[config.mk]
export PLATFORM = sky130hd
export DESIGN_NAME = fetch_sequencer_flat
export DESIGN_NICKNAME = d
export VERILOG_FILES = /design/src/rtl/fetch_seq_pkg.sv /design/src/rtl/fetch_sequencer_if.sv /design/src/rtl/fetch_watchdog.sv /design/src/rtl/fetch_sequencer.sv /design/src/flat_wrapper.sv
export SDC_FILE = /design/constraint.sdc
export NUM_CORES = 1
export LEC_CHECK = 0
export CAP_MARGIN = 20
export CORE_ASPECT_RATIO = 1.1
export CORE_MARGIN = 2
export CORE_UTILIZATION = 42
export CTS_CLUSTER_SIZE = 25
export DETAILED_ROUTE_END_ITERATION = 16
export PLACE_DENSITY = 0.8
export SLEW_MARGIN = 40
export SYNTH_ARGS = -nofsm -noshare
export SYNTH_HDL_FRONTEND = slang
export SYNTH_SLANG_ARGS = --single-unit
[constraint.sdc]
create_clock -name clock -period 1.9 [get_ports clock]
set_clock_uncertainty 0.05 [all_clocks]
set_input_delay 0.38 -clock clock [delete_from_list [all_inputs] [get_ports clock]]
set_output_delay 0.38 -clock clock [all_outputs]
set_load 0.1 [all_outputs]
[src/rtl/fetch_seq_pkg.sv]
// Shared encodings for the fetch/decode/execute sequencer: state codes, opcodes and the vector entry PC.
package fetch_seq_pkg;

    localparam logic [2:0] ST_IDLE     = 3'd0;
    localparam logic [2:0] ST_FETCH    = 3'd1;
    localparam logic [2:0] ST_DECODE   = 3'd2;
    localparam logic [2:0] ST_EXEC     = 3'd3;
    localparam logic [2:0] ST_VEC_WAIT = 3'd4;
    localparam logic [2:0] ST_HALT     = 3'd5;

    typedef enum logic [2:0] {
        IDLE     = ST_IDLE,
        FETCH    = ST_FETCH,
        DECODE   = ST_DECODE,
        EXEC     = ST_EXEC,
        VEC_WAIT = ST_VEC_WAIT,
        HALT     = ST_HALT
    } seq_state_t;

    localparam logic [3:0]  OPC_BRANCH = 4'hC;
    localparam logic [3:0]  OPC_VEC    = 4'hE;
    localparam logic [3:0]  OPC_HALT   = 4'hF;
    localparam logic [15:0] VEC_ENTRY  = 16'hFFF0;

endpackage

[src/rtl/fetch_sequencer_if.sv]
// Bundle of the sequencer's memory, PC-control and execute/vector handshake signals.
interface fetch_sequencer_if #(
    parameter int DATA_W = 16
);
    logic              start;
    logic              imem_req;
    logic              imem_ack;
    logic [DATA_W-1:0] imem_rdata;
    logic [DATA_W-1:0] instr;
    logic              exec_valid;
    logic              vec_start;
    logic              vec_done;
    logic              pc_enable;
    logic              pc_jump;
    logic              pc_vdone;
    logic              halted;
    logic              fetch_err;

    modport master (
        input  start, imem_ack, imem_rdata, vec_done,
        output imem_req, instr, exec_valid, vec_start,
               pc_enable, pc_jump, pc_vdone, halted, fetch_err
    );

    modport slave (
        output start, imem_ack, imem_rdata, vec_done,
        input  imem_req, instr, exec_valid, vec_start,
               pc_enable, pc_jump, pc_vdone, halted, fetch_err
    );
endinterface

[src/rtl/fetch_watchdog.sv]
// Fetch watchdog: counts unacked FETCH cycles; flags expiry and holds a sticky error (FETCH_TIMEOUT_EN only).
// Latency: expire is combinational in the cycle the count would reach TIMEOUT_CYCLES; err registers one edge later.
// Backpressure: none; it only observes the fetch handshake.
`ifdef FETCH_TIMEOUT_EN
module fetch_watchdog #(
    parameter int TIMEOUT_CYCLES = 255
) (
    input  logic clock,
    input  logic reset,
    input  logic active,
    input  logic ack,
    output logic expire,
    output logic err
);
    localparam logic [7:0] LAST = 8'(TIMEOUT_CYCLES - 1);

    logic [7:0] count;

    assign expire = active && !ack && (count == LAST);

    // Count is held at zero outside FETCH, so each fetch starts from a clean slate.
    always_ff @(posedge clock) begin
        if (reset) begin
            count <= 8'd0;
            err   <= 1'b0;
        end else begin
            if (active && !ack) count <= count + 8'd1;
            else                count <= 8'd0;
            if (expire) err <= 1'b1;
        end
    end
endmodule
`endif

[src/rtl/fetch_sequencer.sv]
// Fetch/decode/execute controller driving PC enable/jump/vdone; FETCH_TIMEOUT_EN adds a fetch watchdog.
// Latency: ALU/branch instruction 3 cycles with zero-wait fetch; vector op 4 cycles plus vec_done wait.
// Backpressure: holds imem_req until imem_ack; parks in VEC_WAIT until vec_done.
module fetch_sequencer
    import fetch_seq_pkg::*;
#(
    parameter int ADDR_MAX       = 16,
    parameter int DATA_W         = 16,
    parameter int TIMEOUT_CYCLES = 255
) (
    input logic              clock,
    input logic              reset,
    fetch_sequencer_if.master bus
);
    if (ADDR_MAX < 12 || DATA_W < 12 || TIMEOUT_CYCLES < 1 || TIMEOUT_CYCLES > 255) begin : g_bad_cfg
        $error("fetch_sequencer: unsupported parameter combination");
    end

    seq_state_t        state;
    logic [DATA_W-1:0] instr_q;
    logic              imem_req_q;
    logic              exec_valid_q;
    logic              vec_start_q;
    logic              pc_en_q;
    logic              pc_jump_q;
    logic              halted_q;
    logic              wd_expire;
    logic              vec_finish;
    logic [3:0]        opc;

    assign opc        = instr_q[DATA_W-1 -: 4];
    // vec_done is honoured in the very cycle it is seen, including the first VEC_WAIT cycle.
    assign vec_finish = (state == VEC_WAIT) && bus.vec_done;

`ifdef FETCH_TIMEOUT_EN
    fetch_watchdog #(
        .TIMEOUT_CYCLES (TIMEOUT_CYCLES)
    ) u_watchdog (
        .clock  (clock),
        .reset  (reset),
        .active (state == FETCH),
        .ack    (bus.imem_ack),
        .expire (wd_expire),
        .err    (bus.fetch_err)
    );
`else
    assign wd_expire     = 1'b0;
    assign bus.fetch_err = 1'b0;
`endif

    always_ff @(posedge clock) begin
        if (reset) begin
            state        <= IDLE;
            instr_q      <= '0;
            imem_req_q   <= 1'b0;
            exec_valid_q <= 1'b0;
            vec_start_q  <= 1'b0;
            pc_en_q      <= 1'b0;
            pc_jump_q    <= 1'b0;
            halted_q     <= 1'b0;
        end else begin
            exec_valid_q <= 1'b0;
            vec_start_q  <= 1'b0;
            pc_en_q      <= 1'b0;
            pc_jump_q    <= 1'b0;
            case (state)
                IDLE: begin
                    if (bus.start) begin
                        state      <= FETCH;
                        imem_req_q <= 1'b1;
                    end
                end
                FETCH: begin
                    if (bus.imem_ack) begin
                        instr_q    <= bus.imem_rdata;
                        imem_req_q <= 1'b0;
                        state      <= DECODE;
                    end else if (wd_expire) begin
                        imem_req_q <= 1'b0;
                        halted_q   <= 1'b1;
                        state      <= HALT;
                    end
                end
                // EXEC pulses are set here so they appear registered in the EXEC cycle.
                DECODE: begin
                    if (opc == OPC_HALT) begin
                        halted_q <= 1'b1;
                        state    <= HALT;
                    end else begin
                        state <= EXEC;
                        if (opc == OPC_BRANCH) begin
                            pc_en_q   <= 1'b1;
                            pc_jump_q <= 1'b1;
                        end else if (opc == OPC_VEC) begin
                            vec_start_q <= 1'b1;
                        end else begin
                            exec_valid_q <= 1'b1;
                            pc_en_q      <= 1'b1;
                        end
                    end
                end
                EXEC: begin
                    if (opc == OPC_VEC) begin
                        state <= VEC_WAIT;
                    end else begin
                        state      <= FETCH;
                        imem_req_q <= 1'b1;
                    end
                end
                VEC_WAIT: begin
                    if (bus.vec_done) begin
                        state      <= FETCH;
                        imem_req_q <= 1'b1;
                    end
                end
                HALT:    state <= HALT;
                default: state <= IDLE;
            endcase
        end
    end

    assign bus.instr      = instr_q;
    assign bus.imem_req   = imem_req_q;
    assign bus.exec_valid = exec_valid_q;
    assign bus.vec_start  = vec_start_q;
    assign bus.pc_enable  = pc_en_q | vec_finish;
    assign bus.pc_jump    = pc_jump_q;
    assign bus.pc_vdone   = vec_finish;
    assign bus.halted     = halted_q;

endmodule

[src/flat_wrapper.sv]
// flat-port wrapper written by rule: the top's interface ports become plain ports
module fetch_sequencer_flat import fetch_seq_pkg::*;
#(
    parameter int ADDR_MAX       = 16,
    parameter int DATA_W         = 16,
    parameter int TIMEOUT_CYCLES = 255
)
  (clock, reset, bus_start, bus_imem_ack, bus_imem_rdata, bus_vec_done, bus_imem_req, bus_instr, bus_exec_valid, bus_vec_start, bus_pc_enable, bus_pc_jump, bus_pc_vdone, bus_halted, bus_fetch_err);
  fetch_sequencer_if #(.DATA_W(DATA_W)) bus_i ();
  input logic clock;
  input logic reset;
  input wire logic [$bits(bus_i.start)-1:0] bus_start;
  input wire logic [$bits(bus_i.imem_ack)-1:0] bus_imem_ack;
  input wire logic [$bits(bus_i.imem_rdata)-1:0] bus_imem_rdata;
  input wire logic [$bits(bus_i.vec_done)-1:0] bus_vec_done;
  output wire logic [$bits(bus_i.imem_req)-1:0] bus_imem_req;
  output wire logic [$bits(bus_i.instr)-1:0] bus_instr;
  output wire logic [$bits(bus_i.exec_valid)-1:0] bus_exec_valid;
  output wire logic [$bits(bus_i.vec_start)-1:0] bus_vec_start;
  output wire logic [$bits(bus_i.pc_enable)-1:0] bus_pc_enable;
  output wire logic [$bits(bus_i.pc_jump)-1:0] bus_pc_jump;
  output wire logic [$bits(bus_i.pc_vdone)-1:0] bus_pc_vdone;
  output wire logic [$bits(bus_i.halted)-1:0] bus_halted;
  output wire logic [$bits(bus_i.fetch_err)-1:0] bus_fetch_err;
  assign bus_i.start = bus_start;
  assign bus_i.imem_ack = bus_imem_ack;
  assign bus_i.imem_rdata = bus_imem_rdata;
  assign bus_i.vec_done = bus_vec_done;
  assign bus_imem_req = bus_i.imem_req;
  assign bus_instr = bus_i.instr;
  assign bus_exec_valid = bus_i.exec_valid;
  assign bus_vec_start = bus_i.vec_start;
  assign bus_pc_enable = bus_i.pc_enable;
  assign bus_pc_jump = bus_i.pc_jump;
  assign bus_pc_vdone = bus_i.pc_vdone;
  assign bus_halted = bus_i.halted;
  assign bus_fetch_err = bus_i.fetch_err;
  fetch_sequencer #(.ADDR_MAX(ADDR_MAX), .DATA_W(DATA_W), .TIMEOUT_CYCLES(TIMEOUT_CYCLES)) u_core (.clock(clock), .reset(reset), .bus(bus_i));
endmodule
==> flow_results.org, run 1 <==
** Floorplanning
- Number of top-level pins :: 45
- Initial Utilization :: a little over two fifths
- Die X :: about 53 um
- The die is around 58 um tall.
- Core outline area :: ~0.0025 mm^2
- Cell row count :: 19
- The die covers between 0.003 and 0.004 mm^2.

** Placed design
- The wire-length estimate of the detail-placed layout is a little under 2 mm.
- RD Place Congestion :: just over 0.8
- Dpl cell area :: 0.00174 mm^2
- Number of port buffers :: 43

** Clock tree
- Total CTS buffers :: 3
- The clock drives 25 sinks.
- CTS clock-pin slew for the worst setup and hold paths :: between 0.1 and 0.15 ns
- In this run, post-CTS repair resized a total of 3 instances.
- In this run, post-CTS hold repair placed 0 buffers.
- The tree is rooted in a sky130_fd_sc_hd__clkbuf_4.
- In this run the number of H-tree levels came out at 1.
- Maximum clock path buffer count :: 2
- Clock latency on the worst-skew pair, taken at its later pin, is ~0.32 ns.
- Number of post-CTS setup repair buffers :: 0
- TritonCTS built the clock tree.

** Synthesis
- Area of the mapped netlist :: 0.00110 mm^2
- Dominant synthesized flop cell :: sky130_fd_sc_hd__dfxtp_1
- Synthesis instantiated 38 different standard cells from the library.
- The average instance in the mapped netlist occupies roughly 8.6 um^2.
- The number of nets in the synthesized netlist is 148.
- The Yosys step of the flow raised 0 warnings.
- Of all flip-flops after synthesis, the portion carrying an async set or reset was 0%.
- After synthesis the netlist holds a flip-flop and latch count of 25.
- Sequential cells were found to cover ~46% of the synthesized design area.
- In the synthesized netlist, the number of instances is approximately 130.
- Counting flops with a built-in enable in the synthesized netlist gives 0.

** Finish
- Once layout is done, the placed cells without fillers occupy 0.00178 mm^2.
- Share of layout cells above drive strength 1 :: between 30 and 40%
- Most common cell after layout, fill and taps aside :: sky130_fd_sc_hd__nand2_1
- Compared with the post-synthesis result, the final layout area differs by 62.1%.
- The library cells used most frequently in the layout, excluding fill and tap cells, are sky130_fd_sc_hd__nand2_1, sky130_fd_sc_hd__dfxtp_1, sky130_fd_sc_hd__buf_12.
- Final-stage net count :: approximately 190
- 0 antenna diodes ended up in the layout.

** Routing
- The routed layout has between 1000 and 1500 vias.
- DRT antenna net count :: 0
- Average routed wire per standard cell :: about 12 um
- The routed design has between 2 and 3 mm of wire.
- In the routed layout, each cell is associated on average with a via count of a little over 5.
- Initial drt markers :: 9
- In the routed design, unresolved DRC markers number 0.
- The first detailed-routing pass took 3 iterations.

** Critical path
- Maximum fanout encountered on the critical timing path :: 11
- STA puts the critical path data required time at around 1.5 ns.
- The worst setup path is captured at an output pin.
- The worst setup path is launched from a flop.
- The critical path is of the reg2out type.
- Data arrival time of the worst path :: 1.39 ns

** Timing
- Number of max-slew violations in the final report :: 0
- For the finished layout, the period the worst path requires is between 1.5 and 2 ns.
- Timing-limited maximum frequency :: between 0.5 and 0.6 GHz
- Sum Neg Setup Slack :: 0 ns
- Final setup violation count :: 0
- RSZ-0062 raised after global routing :: no
- Period utilisation layout :: roughly 96%
- Hold Vio Cnt, Final :: 0

** Global route
- Grt total ovfl :: 0
- Number of global-route vias before repair :: around 960
- Total global routing track utilization :: a little under a fifth
- Wire length of the first global-routing pass :: 4.23 mm
- Maximum number of pins on one net before global-route repair :: 18
- The initial antenna violation count came to 0.

** Outcome
- Result of the run :: completed

** Job
- Across the run, the number of max-cap violations was 0.

** Pwr
- Worst IR Drop VDD :: a little over 800 uV
- In this run the power density over the cells is approximately 1100 mW/mm^2.
- Pleak :: ~0.66 nW

** Worst hold path
- Classification of the worst-slack hold path :: reg2reg
[metal layers]
metal / routed length, um / GRT usage, % / up-vias
met3: 85 / 3.09 / 4
met2: 1340 / 30.9 / 22
met1: 1040 / 24.1 / 474
met4: 34 / 5.49 / 0
li1: - / - / 518
met5: 0 / 0 / -
[area by class of cell]
class | count | area (um^2)
clock buffers | 3 | 22.5
clock inverters | 1 | 7.51
fillers | 191 | 717
inverters | 2 | 7.51
multi-input cells | 91 | 529
flip-flops and latches | 25 | 510
well taps | 31 | 38.8
repair buffers | 48 | 663
[worst max-delay path, stage by stage (launching register included)]
cell                       delay [ns]
sky130_fd_sc_hd__dfxtp_4         0.43
sky130_fd_sc_hd__and4bb_4        0.22
sky130_fd_sc_hd__or2_4           0.24
sky130_fd_sc_hd__buf_12          0.17
[flip-flops by register name (all words and copies together) (netlist names)]
register and count:
u_core.bus.instr 16, u_core.pc_en_q 1, u_core.state 3, u_core.bus.pc_jump 1, u_core.bus.imem_req 1, u_core.bus.halted 1
u_core.bus.vec_start 1, u_core.bus.exec_valid 1
[cell usage after synthesis, types with 2 or more instances]
library cell	instances	area share (%)
sky130_fd_sc_hd__a211oi_1	2	1.4
sky130_fd_sc_hd__buf_2	2	0.91
sky130_fd_sc_hd__buf_6	3	3.1
sky130_fd_sc_hd__nor3_1	2	0.91
sky130_fd_sc_hd__nor3_2	3	2.7
sky130_fd_sc_hd__a21oi_1	17	7.8
sky130_fd_sc_hd__and3_1	3	1.7
sky130_fd_sc_hd__nor2_1	5	1.7
sky130_fd_sc_hd__clkbuf_1	2	0.68
sky130_fd_sc_hd__o21ai_2	2	1.6
sky130_fd_sc_hd__dfxtp_1	25	46
sky130_fd_sc_hd__nand2_1	34	12
sky130_fd_sc_hd__buf_4	2	1.4
[final timing paths]
check	endpoint	cells after the start	slack (ns)	startpoint
min	u_core.state[0]$_SDFFE_PP0P_	1	0.45	u_core.state[1]$_SDFFE_PP0P_
min reg2reg	u_core.state[0]$_SDFFE_PP0P_	1	0.45	u_core.state[1]$_SDFFE_PP0P_
max	bus_pc_enable	3	0.08	u_core.state[0]$_SDFFE_PP0P_
max reg2reg	u_core.state[1]$_SDFFE_PP0P_	4	0.53	u_core.state[2]$_SDFFE_PP0P_
[where the power goes]
part,internal [mW],switching (mW)
logic,0.413,0.643
clock network,0.0805,0.160
registers,0.610,0.121
[kinds of logic after synthesis]
kind of cell	Yosys count	share of synthesized area [%]
buffers and inverters	11	6.73
muxes	1	1.37
and+or+nand+nor	58	27.8
other	1	0.342
xor gates and xnor gates	1	0.798
AOI/OAI and AO/OA	30	17.3
DFF	25	45.6
[per-stage QoR]
stage	hold WS [ns]	std cells	worst slack, ns	power (mW)	util, %
after global placement	0.429	197	0.0671	1.77	69.6
after detailed placement	0.433	197	0.0288	1.79	69.6
after floorplan	0.429	127	0.0311	1.46	-
final	0.445	201	0.0839	2.03	71.3
after global routing	0.476	201	0.0205	2.13	71.3
after CTS	0.452	201	0.0230	2.03	71.0
No activity file was read; power rests on OpenSTA's default activity.
==> run 2: changes to the inputs <==
--- a/config.mk
+++ b/config.mk
@@ -8,11 +8,12 @@
 export CAP_MARGIN = 20
 export CORE_ASPECT_RATIO = 1.1
 export CORE_MARGIN = 2
-export CORE_UTILIZATION = 42
+export CORE_UTILIZATION = 41
 export CTS_CLUSTER_SIZE = 25
 export DETAILED_ROUTE_END_ITERATION = 16
-export PLACE_DENSITY = 0.8
+export PLACE_DENSITY = 0.79
 export SLEW_MARGIN = 40
 export SYNTH_ARGS = -nofsm -noshare
 export SYNTH_HDL_FRONTEND = slang
+export SYNTH_HIERARCHICAL = 1
 export SYNTH_SLANG_ARGS = --single-unit
==> run 2 against run 1 <==
Against the previous run: flip-flop and latch count unchanged; first-iteration DRC count up 56%; wire length up 8.7%; utilization down 1.7 points; design area down 4.3%; sequential share of layout area up 0.99 points; global-route usage up 1.6 points; fmax down 3.1%.
==> flow_results.org, run 2 <==
** Worst hold path
- Hold Path Cell Cnt :: 2
- The path with the worst hold slack has its endpoint at u_core/bus.instr[5]$_SDFFE_PP0P_.
- Classification of the worst-slack hold path :: reg2reg
- HP Start :: u_core/bus.instr[5]$_SDFFE_PP0P_

** Floorplanning
- Cell row count :: 19
- Die X :: roughly 52 um
- Core outline area :: 0.00245 mm^2
- The die covers a little under 0.003 mm^2.
- 45 I/O pins were placed.
- Die height :: around 57 um
- Initial Utilization :: 42.4%

** Pwr
- Power spread over the standard cell area amounts to ~700 mW/mm^2.
- The worst-case IR drop observed on VDD is between 700 and 800 uV.
- Pleak :: roughly 0.65 nW

** Synthesis
- Post-synth EDFFs :: 0
- The synthesized netlist devotes 0% of its cell area to adder and majority cells.
- Summing the areas of all compound-gate instances in the mapped netlist gives about an eighth of the synthesized area.
- The biggest area contributor in the post-synthesis netlist is sky130_fd_sc_hd__dfxtp_1.
- Synthesis produced a netlist with a net count of approximately 140.
- By count the netlist is led by sky130_fd_sc_hd__nand2_1, sky130_fd_sc_hd__dfxtp_1, sky130_fd_sc_hd__a21oi_1.
- Area of the mapped netlist :: roughly 0.0010 mm^2
- Simple-gate share of the synthesized area :: 26.7%
- Fraction of synthesized area in multiplexers :: 1.08%
- Share of flip-flops with an asynchronous set or reset :: 0%
- Number of library cell types mapped by synthesis :: 32
- Synthesized flop and latch total :: 25
- Post-synthesis area per instance :: approximately 8.4 um^2
- Cell with the most instances after synthesis :: sky130_fd_sc_hd__nand2_1
- Among all flip-flop cells after synthesis, the most frequent one is sky130_fd_sc_hd__dfxtp_1.
- Top cells by area in the synthesized netlist :: sky130_fd_sc_hd__dfxtp_1, sky130_fd_sc_hd__nand2_1, sky130_fd_sc_hd__a21oi_1
- Of the post-synthesis cell area, the dominant cell type holds between 40 and 50%.
- Portion of the post-synthesis area used by sequential elements :: roughly half
- Number of warnings issued by yosys :: 6
- XOR/XNOR Fraction of Synth Area :: 0.843%
- Combinational family with the most area after synthesis :: simple AND/OR/NAND/NOR gates
- Counting every instance in the synthesized netlist gives 123.

** Finish
- Share of layout cells above drive strength 1 :: 23.8%
- The library cell used most frequently in the layout, excluding fill and tap cells, is sky130_fd_sc_hd__nand2_1.
- Highest-count cells in the layout ignoring fill and taps :: sky130_fd_sc_hd__nand2_1, sky130_fd_sc_hd__dfxtp_1, sky130_fd_sc_hd__buf_12
- Number of flip-flops under the largest register name :: 16
- For this run, the post-layout net count is roughly 190.
- Final std cells w/o fill :: 195
- P&R area growth vs syn :: 64.0%
- The number of antenna diodes in the final layout is 0.
- Fill cells in the final layout number 190.

** Timing
- Final critical-path required period :: between 1.5 and 2 ns
- RSZ-0062 raised after global routing :: no
- Dividing the final minimum period by the clock period gives about 100%.
- Based on the critical path, the design can be clocked at up to ~0.53 GHz.
- Number of max-slew violations in the final report :: 0
- Hold Vio Cnt, Final :: 0
- Setup violations remaining at the end of the flow were counted as 0.
- In the final timing run, aggregate negative setup slack is 0 ns.

** Clock tree
- Library cell used as clock root buffer :: sky130_fd_sc_hd__clkbuf_4
- CTS clock-pin slew for the worst setup and hold paths :: 0.14 ns
- The later pin in the worst-skew pair is clocked with a latency of around 0.33 ns.
- Maximum clock path buffer count :: 2
- Number of clock sinks :: 25
- CTS built an H-tree with a depth of 1.
- TritonCTS clock tree :: done
- Post-CTS Hold Fix Bufs :: 0
- Clock tree synthesis inserted a total of 3 buffers.

** Routing
- DRT antenna net count :: 0
- In this run, the number of DRC markers left after iteration 0 of detailed routing was 14.
- Detailed-router iteration count before antenna repair :: 4
- Dividing the detail-routed wire length by the instance count gives 13.9 um.
- Number of DRC violations after detailed routing :: 0
- Via count :: around 1000
- Total routed wirelength :: about 2.7 mm
- In the routed layout, each cell is associated on average with a via count of around 5.3.

** Critical path
- Among cell families on the critical path, the largest total delay comes from buffers and inverters.
- Critical Path RT :: between 1 and 1.5 ns
- Critical Path Max Stage Delay :: roughly 0.45 ns
- Critical path capture point type :: output pin
- Buf/Inv on CP :: 2
- Measured in cells, the most critical reg-to-reg path has a length of 3.
- STA classifies the critical path startpoint as an input port.
- Library cell contributing the largest single delay on the critical path :: sky130_fd_sc_hd__clkdlybuf4s50_1
- For flop-to-flop paths, the worst setup slack is 0.56 ns.
- In this run the critical register-to-register path is launched from u_core/bus.instr[13]$_SDFFE_PP0P_.
- Along the worst path, the maximum fanout reaches 3.
- Endpoint of the worst register-to-register path :: u_core/bus.imem_req$_SDFFE_PP0P_
- Tracing the worst setup path back leads to its startpoint at bus_vec_done.
- Data arrival time of the worst path :: roughly 1.4 ns
- The critical path in this run is classified as in2out.
- Walking the worst path, the cells encountered are clkdlybuf4s50_1 -> and3_4 -> or2_4 -> buf_12.

** Global route
- Across every metal layer, demand over resource in global routing totals 20.0%.
- Maximum number of pins on one net before global-route repair :: 21
- The first global-routing pass estimated 4.44 mm of wire.
- Global routing finished with a remaining overflow of 0.
- The via count of the first global-routing pass was between 1000 and 1500.
- The initial antenna violation count came to 0.

** Placed design
- Including well taps, the total number of placed cells is between 150 and 200.
- Routability-driven placement finished with a final weighted congestion of approximately 0.91.
- Number of port buffers :: 43
- Estimated wirelength of the detail-placed design :: approximately 2.0 mm

** Job
- Across the run, the number of max-cap violations was 0.

** Outcome
- Result of the run :: completed
run 2: layout make-up:
cell class              count  area [um^2]  share of cell area, %
repair buffers             48          673                   39.5
inverters                   4         15.0                  0.882
flip-flops and latches     25          505                   29.7
clock inverters             1         8.76                  0.514
clock buffers               3         22.5                   1.32
multi-input cells          83          439                   25.8
well taps                  31         38.8                   2.28
run 2: cell families (layout without fill, tap and decap cells):
group | Yosys count | after routing
compound gates | 24 | 24
mux | 1 | 1
other cells | 1 | 1
simple gates | 56 | 56
xor+xnor | 1 | 1
flops | 25 | 25
buf+inv | 15 | 56
run 2: through the flow:
step / total power, mW / worst slack (ns) / util, % / hold WS (ns) / area [um^2]
6_report: 1.19 / 0.0267 / 69.5 / 0.450 / 1700
5_1_grt: 1.24 / 0.00208 / 69.5 / 0.479 / 1700
4_1_cts: 1.20 / 0.0174 / 69.4 / 0.453 / 1700
3_5_place_dp: 0.947 / 0.0341 / 68.1 / 0.435 / 1670
2_1_floorplan: 0.804 / 0.0552 / - / 0.466 / 1040
3_3_place_gp: 0.939 / 0.0626 / 68.1 / 0.430 / 1670
run 2: worst max path at each step:
stage	depth (start not counted)	to	slack (ns)
2_1_floorplan	3	u_core/bus.imem_req$_SDFFE_PP0P_	0.06
3_3_place_gp	4	bus_pc_enable	0.06
3_5_place_dp	4	bus_pc_enable	0.03
4_1_cts	4	bus_pc_enable	0.02
5_1_grt	4	bus_pc_enable	0.002
6_report	4	bus_pc_enable	0.03
run 2: power breakdown:
group	internal, mW	leakage, nW	switching [mW]
Clock	0.0858	0.0183	0.173
Sequential	0.548	0.204	0.0306
Combinational	0.143	0.423	0.215
Total	0.776	0.645	0.419
run 2: what timing repair did:
action / 4_1_cts / 5_1_grt
endpoints found under the setup margin: 1 / 1
gates resized for setup: 1 / 2
pin swaps: 0 / 0
setup buffers: 0 / 0
run 2: metal layers:
metal | vias to the layer above | part of all wire, % | GRT usage [%]
met5 | - | 0 | 0
met4 | 0 | 0 | 6.77
met3 | 0 | 8.3 | 6.65
met2 | 44 | 53 | 36.0
met1 | 486 | 39 | 21.0
li1 | 494 | - | -
run 2: worst min-delay path: stages, from the launching register on:
cell                      delay [ns]
sky130_fd_sc_hd__dfxtp_1        0.36
sky130_fd_sc_hd__nand2_1        0.06
sky130_fd_sc_hd__a21oi_1        0.05
==> run 3: changes to the inputs <==
--- a/config.mk
+++ b/config.mk
@@ -11,6 +11,7 @@
 export CORE_UTILIZATION = 41
 export CTS_CLUSTER_SIZE = 25
 export DETAILED_ROUTE_END_ITERATION = 16
+export HOLD_SLACK_MARGIN = 0.15
 export PLACE_DENSITY = 0.79
 export SLEW_MARGIN = 40
 export SYNTH_ARGS = -nofsm -noshare
==> results of run 3 <==
Same layout as run 2: the final DEF is identical, and so are final timing and power.
